## src/rtl/ret_uart_pkg.sv

```systemverilog
// Shared types, ASCII constants and hex conversion for the return-value UART reporter.
// RET_UART_CRLF_EN selects 10-character frames (hex + CR LF) instead of 8.
package ret_uart_pkg;

  typedef enum logic [2:0] {
    ST_IDLE,
    ST_LOAD,
    ST_SEND,
    ST_NEXT,
    ST_DONE
  } state_t;

  localparam logic [7:0] ASC_0  = 8'h30;
  localparam logic [7:0] ASC_A  = 8'h41;
  localparam logic [7:0] ASC_CR = 8'h0D;
  localparam logic [7:0] ASC_LF = 8'h0A;

`ifdef RET_UART_CRLF_EN
  localparam int CHARS_PER_FRAME = 10;
`else
  localparam int CHARS_PER_FRAME = 8;
`endif

  localparam logic [3:0] LAST_CHAR = 4'(CHARS_PER_FRAME - 1);

  function automatic logic [7:0] nibble_to_hex(input logic [3:0] n);
    if (n < 4'd10) return ASC_0 + {4'd0, n};
    else           return ASC_A + {4'd0, n} - 8'd10;
  endfunction

endpackage

```

## src/rtl/uart_tx_byte.sv

```systemverilog
// 8N1 byte serializer: start bit, 8 data bits LSB first, stop bit, each CLKS_PER_BIT clocks.
// o_done pulses during the final cycle of the stop bit.
module uart_tx_byte #(
  parameter int CLKS_PER_BIT = 868
) (
  input  logic       clk,
  input  logic       rst,
  input  logic [7:0] i_byte,
  input  logic       i_stb,
  output logic       o_tx,
  output logic       o_done
);
  localparam int CNT_W = (CLKS_PER_BIT > 1) ? $clog2(CLKS_PER_BIT) : 1;
  localparam logic [CNT_W-1:0] CNT_MAX = CNT_W'(CLKS_PER_BIT - 1);

  logic             r_tx;
  logic             r_active;
  logic [3:0]       r_bit_idx;
  logic [CNT_W-1:0] r_cnt;
  logic [8:0]       r_shift;

  // bit index 0 = start, 1..8 = data, 9 = stop
  always_ff @(posedge clk) begin
    if (!rst) begin
      r_tx      <= 1'b1;
      r_active  <= 1'b0;
      r_bit_idx <= 4'd0;
      r_cnt     <= '0;
    end else if (!r_active) begin
      if (i_stb) begin
        r_active  <= 1'b1;
        r_tx      <= 1'b0;
        r_bit_idx <= 4'd0;
        r_cnt     <= '0;
      end
    end else if (r_cnt == CNT_MAX) begin
      r_cnt <= '0;
      if (r_bit_idx == 4'd9) begin
        r_active <= 1'b0;
        r_tx     <= 1'b1;
      end else begin
        r_bit_idx <= r_bit_idx + 4'd1;
        r_tx      <= r_shift[0];
      end
    end else begin
      r_cnt <= r_cnt + CNT_W'(1);
    end
  end

  // Shifter carries the stop bit in behind the data; no reset needed.
  always_ff @(posedge clk) begin
    if (!r_active && i_stb)
      r_shift <= {1'b1, i_byte};
    else if (r_active && r_cnt == CNT_MAX && r_bit_idx != 4'd9)
      r_shift <= {1'b1, r_shift[8:1]};
  end

  assign o_tx   = r_tx;
  assign o_done = r_active && (r_bit_idx == 4'd9) && (r_cnt == CNT_MAX);

endmodule

```

## src/rtl/ret_uart_reporter.sv

```systemverilog
// Sends each new value of the processor return register as ASCII hex over 8N1 UART.
// Build option: RET_UART_CRLF_EN appends CR LF to every frame.
module ret_uart_reporter
  import ret_uart_pkg::*;
#(
  parameter int CLKS_PER_BIT = 868,
  parameter int OVR_W        = 8
) (
  input  logic             clk,
  input  logic             rst,
  input  logic [31:0]      ret_val,
  output logic             uart_tx,
  output logic             busy,
  output logic [OVR_W-1:0] overrun_cnt
);
  state_t           r_state;
  state_t           w_state_nxt;
  logic [31:0]      r_last_seen;
  logic [31:0]      r_pending;
  logic [31:0]      r_frame;
  logic             r_pending_vld;
  logic [OVR_W-1:0] r_overrun;
  logic [3:0]       r_char_idx;

  logic             w_change;
  logic             w_start;
  logic             w_consume;
  logic             w_last_char;
  logic             w_stb;
  logic             w_tx_done;
  logic [7:0]       w_char;

  assign w_change    = (ret_val != r_last_seen);
  assign w_start     = w_change && (r_state == ST_IDLE) && !r_pending_vld;
  assign w_consume   = (r_state == ST_DONE) && r_pending_vld;
  assign w_last_char = (r_char_idx == LAST_CHAR);

  // Index 0 selects bits 31:28, index 7 selects bits 3:0.
  always_comb begin
    w_char = nibble_to_hex(r_frame[{~r_char_idx[2:0], 2'b00} +: 4]);
`ifdef RET_UART_CRLF_EN
    if (r_char_idx == 4'd8)      w_char = ASC_CR;
    else if (r_char_idx == 4'd9) w_char = ASC_LF;
`endif
  end

  // Fixed overhead: NEXT and LOAD add exactly 2 idle-high cycles after every
  // stop bit, so one character occupies 10*CLKS_PER_BIT+2 clocks.
  always_comb begin
    w_state_nxt = r_state;
    w_stb       = 1'b0;
    unique case (r_state)
      ST_IDLE: if (w_start) w_state_nxt = ST_LOAD;
      ST_LOAD: begin
        w_stb       = 1'b1;
        w_state_nxt = ST_SEND;
      end
      ST_SEND: if (w_tx_done) w_state_nxt = ST_NEXT;
      ST_NEXT: w_state_nxt = w_last_char ? ST_DONE : ST_LOAD;
      // A change arriving while DONE finds the slot empty is parked in pending;
      // DONE waits one cycle so it can pick it up without dropping busy.
      ST_DONE: begin
        if (r_pending_vld)  w_state_nxt = ST_LOAD;
        else if (w_change)  w_state_nxt = ST_DONE;
        else                w_state_nxt = ST_IDLE;
      end
      default: w_state_nxt = ST_IDLE;
    endcase
  end

  always_ff @(posedge clk) begin
    if (!rst) begin
      r_state       <= ST_IDLE;
      r_char_idx    <= 4'd0;
      r_last_seen   <= 32'd0;
      r_pending_vld <= 1'b0;
      r_overrun     <= '0;
    end else begin
      r_state <= w_state_nxt;
      if (r_state == ST_NEXT)
        r_char_idx <= r_char_idx + 4'd1;
      else if (r_state == ST_IDLE || r_state == ST_DONE)
        r_char_idx <= 4'd0;
      if (w_change)
        r_last_seen <= ret_val;
      // A value consumed by DONE in this cycle is not counted as overwritten.
      if (w_change && !w_start) begin
        r_pending_vld <= 1'b1;
        if (r_pending_vld && !w_consume && r_overrun != '1)
          r_overrun <= r_overrun + OVR_W'(1);
      end else if (w_consume) begin
        r_pending_vld <= 1'b0;
      end
    end
  end

  always_ff @(posedge clk) begin
    if (w_change && !w_start)
      r_pending <= ret_val;
    if (w_start)
      r_frame <= ret_val;
    else if (w_consume)
      r_frame <= r_pending;
  end

  uart_tx_byte #(
    .CLKS_PER_BIT(CLKS_PER_BIT)
  ) u_tx (
    .clk   (clk),
    .rst   (rst),
    .i_byte(w_char),
    .i_stb (w_stb),
    .o_tx  (uart_tx),
    .o_done(w_tx_done)
  );

  assign busy        = (r_state != ST_IDLE);
  assign overrun_cnt = r_overrun;

endmodule

```

## config.mk

```make
export PLATFORM = sky130hd
export DESIGN_NAME = ret_uart_reporter
export DESIGN_NICKNAME = d
export VERILOG_FILES = /design/src/rtl/ret_uart_pkg.sv /design/src/rtl/uart_tx_byte.sv /design/src/rtl/ret_uart_reporter.sv
export SDC_FILE = /design/constraint.sdc
export NUM_CORES = 1
export LEC_CHECK = 0
export ABC_AREA = 1
export BUFFER_PORTS_ARGS = -buffer_cell sky130_fd_sc_hd__buf_2
export CORE_MARGIN = 2
export CORE_UTILIZATION = 60
export CTS_BUF_LIST = sky130_fd_sc_hd__clkbuf_4
export DETAILED_ROUTE_END_ITERATION = 12
export GPL_TIMING_DRIVEN = 0
export PLACE_DENSITY = 0.75
export SLEW_MARGIN = 20
export SYNTH_ARGS = -nofsm -noshare
export SYNTH_HDL_FRONTEND = slang
export SYNTH_SLANG_ARGS = --single-unit
```

## constraint.sdc

```tcl
create_clock -name clk -period 4.39 [get_ports clk]
set_input_delay 0.2195 -clock clk [delete_from_list [all_inputs] [get_ports clk]]
set_output_delay 0.2195 -clock clk [all_outputs]
set_load 0.02 [all_outputs]
```

==> flow_summary.ini <==
[setup_path]
cp.required_ns = 4.52
critPathCaptureType = flip-flop
worst_setup_path_start_kind = input pin
crit_slowest_cell = dlygate4sd3_1
slowest_delay_ns = 0.54
crit_top_cell = nand2_1
crit_fanout = 32
arrival_ns = 2.74
path_cells = dlygate4sd3_1, buf_2, inv_1, nand2_1, nand2_1, nand2_1, nor2_1, nand2_1, nor2_2, nand2_2, nand2_2, nor2_4, inv_6, buf_6, nand2_2
critical_path_class = input pin to flip-flop

[floorplan]
row_count = 36
die_x_um = 105.3
coreArea_sq_um = 9864
die_h_um = 105.3
start_util_pct = 62.37
die-area_sq_um = 11080
ioPinCount = 44

[pwr]
p_seq_share_pct = 47.8
vdd_drop_max_uv = 319.2
power_density_nw_per_um2 = 537.5
p_sw_w = 0.001243
combPwrFrac_pct = 27.3
p_leak_nw = 3.202
p_int_w = 0.002643
swShare_pct = 31.98
clockPowerShare_pct = 24.8

[drt]
drc = 0
via_per_inst = 5.101
wl_per_cell_um = 13.70
vias = 4703
drt_iter0_drc = 295
drtAntennaViolNets = 0
routed_wl_mm = 12.64
drtPass1Iterations = 5

[finish]
final_common_cell = nand2_1
syn_to_final_growth_pct = 17.53
final_area_sq_um = 7231
diodes = 0
fin_cells = 922
layout-drive-gt1-share_pct = 16.98
finalNetCount = 817
final_cell_mix = nand2_1 (215), edfxtp_1 (72), inv_1 (71), dfxtp_1 (64), nor2_1 (54)

[outcome]
status = completed

[timing]
finalSetupViolCount = 0
fin_crit_sh_pct = 59.31
worst_pin_slew_ns = 0.7322
final_hold_viol_count = 0
fin_hold_ws_ns = 0.07545
skew_ns = 0.01491
slew_viol_final = 0
period_needed_ns = 2.604
tns_ns = 0
rsz0062_at_grt = false
maxSlewHeadroom_pct = 51.02
max_freq_mhz = 384.0

[placed_design]
gp_congestion = 0.8593
port_buffers = 43
placed_area_sq_um = 6575
placed_cells = 859
dp_hpwl_mm = 8.737

[synth]
synth-edff-count = 72
synth.distinct_cells = 37
synth_compound_area_share_pct = 9.782
synthCells = 682
post_synth_fa_ha_maj_area_fraction_pct = 1.220
synthMuxAreaShare_pct = 0
synth-xor-area-share_pct = 4.271
ys_ff_latch = 136
async_flop_share_pct = 0
netlist_area_sq_um = 6152
synthFlopType = edfxtp_1
synth_top_family_by_area = simple AND/OR/NAND/NOR gates
synth-seq-area-share_pct = 55.97
syn-mean-instance-area_sq_um = 9.021
synth-simple-area-share_pct = 21.05
synth_nets = 722
yosysWarningCount = 0

[cts]
cts_tree = yes
cts_buffers = 17
h-tree-depth = 4
clock_latency_ns = 0.55
root_buffer = clkbuf_4
cts_resized = 0
cts_hold_buffers = 32
clock_sinks = 136
clockBufferDepth = 2
post-cts-setup-buffers = 0
path_clk_slew_ns = 0.11

[global_route]
overflow = 0
antenna_found_initial = 0
grt.total_usage_pct = 24.57
grt_pass1_vias = 4516
grt_start_max_net_pins = 33
grt_pass1_wl_mm = 21.15

[hold_path]
hp-class = input pin to flip-flop

[job]
cap_violations = 0
-- final cells by class --
cell class / instances / area [sq um]
fillers: 703 / 2634
clock inverters: 10 / 177.7
repair buffers: 76 / 563.0
inverters: 82 / 317.8
flip-flops and latches: 136 / 3443
clock buffers: 21 / 157.7
well taps: 133 / 166.4
plain buffers: 20 / 156.4
multi-input cells: 444 / 2248
-- cell families after synthesis --
kind of cell,Yosys count
AND/OR/NAND/NOR,315
AO/OA/AOI/OAI,93
flip-flops,136
adder cells (fa/ha/maj),6
XOR/XNOR,30
buffers and inverters,102
-- path summary, 6_finish.rpt --
path	from	to	slack [ns]	cells past startpoint
worst max-delay path	ret_val[18]	r_frame[17]$_DFFE_PP_	1.79	15
worst min-delay path	rst	r_char_idx[0]$_SDFFE_PN0P_	0.08	3
worst max register to register	r_last_seen[18]$_SDFFE_PN0N_	r_frame[17]$_DFFE_PP_	1.88	13
worst min register to register	u_tx.r_cnt[1]$_SDFFE_PN0P_	u_tx.r_cnt[1]$_SDFFE_PN0P_	0.50	2
-- routing by layer --
metal	wire [um]	vias up	global-route usage (%)
met5	0	-	0
met4	252	0	8.952
met3	553	25	6.494
met2	6279	114	40.69
met1	5551	2163	31.05
li1	-	2401	-
-- worst max-delay path: cells and delay by family --
| family | cells | cell delay, ns |
|---|---|---|
| simple gates | 10 | 1.46 |
| buf+inv | 5 | 1.04 |
-- stage by stage --
step                util, %  worst slack, ns  power (W)
global route          73.30            1.642   0.004109
global placement      66.24           0.1066   0.002876
finish                73.30            1.786   0.003886
CTS                   73.30            1.774   0.003905
detailed placement    66.65            1.745   0.002930
floorplan                 -            1.251   0.002610
-- power groups by stage --
stage,Sequential [W],Clock [W],Combinational [W]
floorplan,0.00186,0,0.000748
global placement,0.00190,0,0.000978
detailed placement,0.00189,0,0.00104
CTS,0.00186,0.000974,0.00107
global route,0.00189,0.00103,0.00119
finish,0.00186,0.000965,0.00106
-- cells in the mapped netlist (9+ instances only) --
cell      instances  share of area, %
a21oi_1          24               2.0
buf_6             9               1.6
dfxtp_1          64                21
edfxtp_1         72                35
inv_1            71               4.3
inv_2             9              0.55
nand2_1         216                13
nand3_1          18               1.5
nor2_1           54               3.3
o21ai_0          27               2.2
o21ai_2          13               1.9
xnor2_1          27               3.8
-- state kept, by name, indices dropped and copies added (netlist names) --
signal	cells
u_tx.o_tx	1
r_pending_vld	1
r_last_seen	32
overrun_cnt	8
u_tx.r_bit_idx	4
r_pending	32
r_state	3
r_char_idx	4
u_tx.r_cnt	10
r_frame	32
u_tx.r_active	1
u_tx.r_shift	8
No activity file was read; power rests on OpenSTA's default activity.
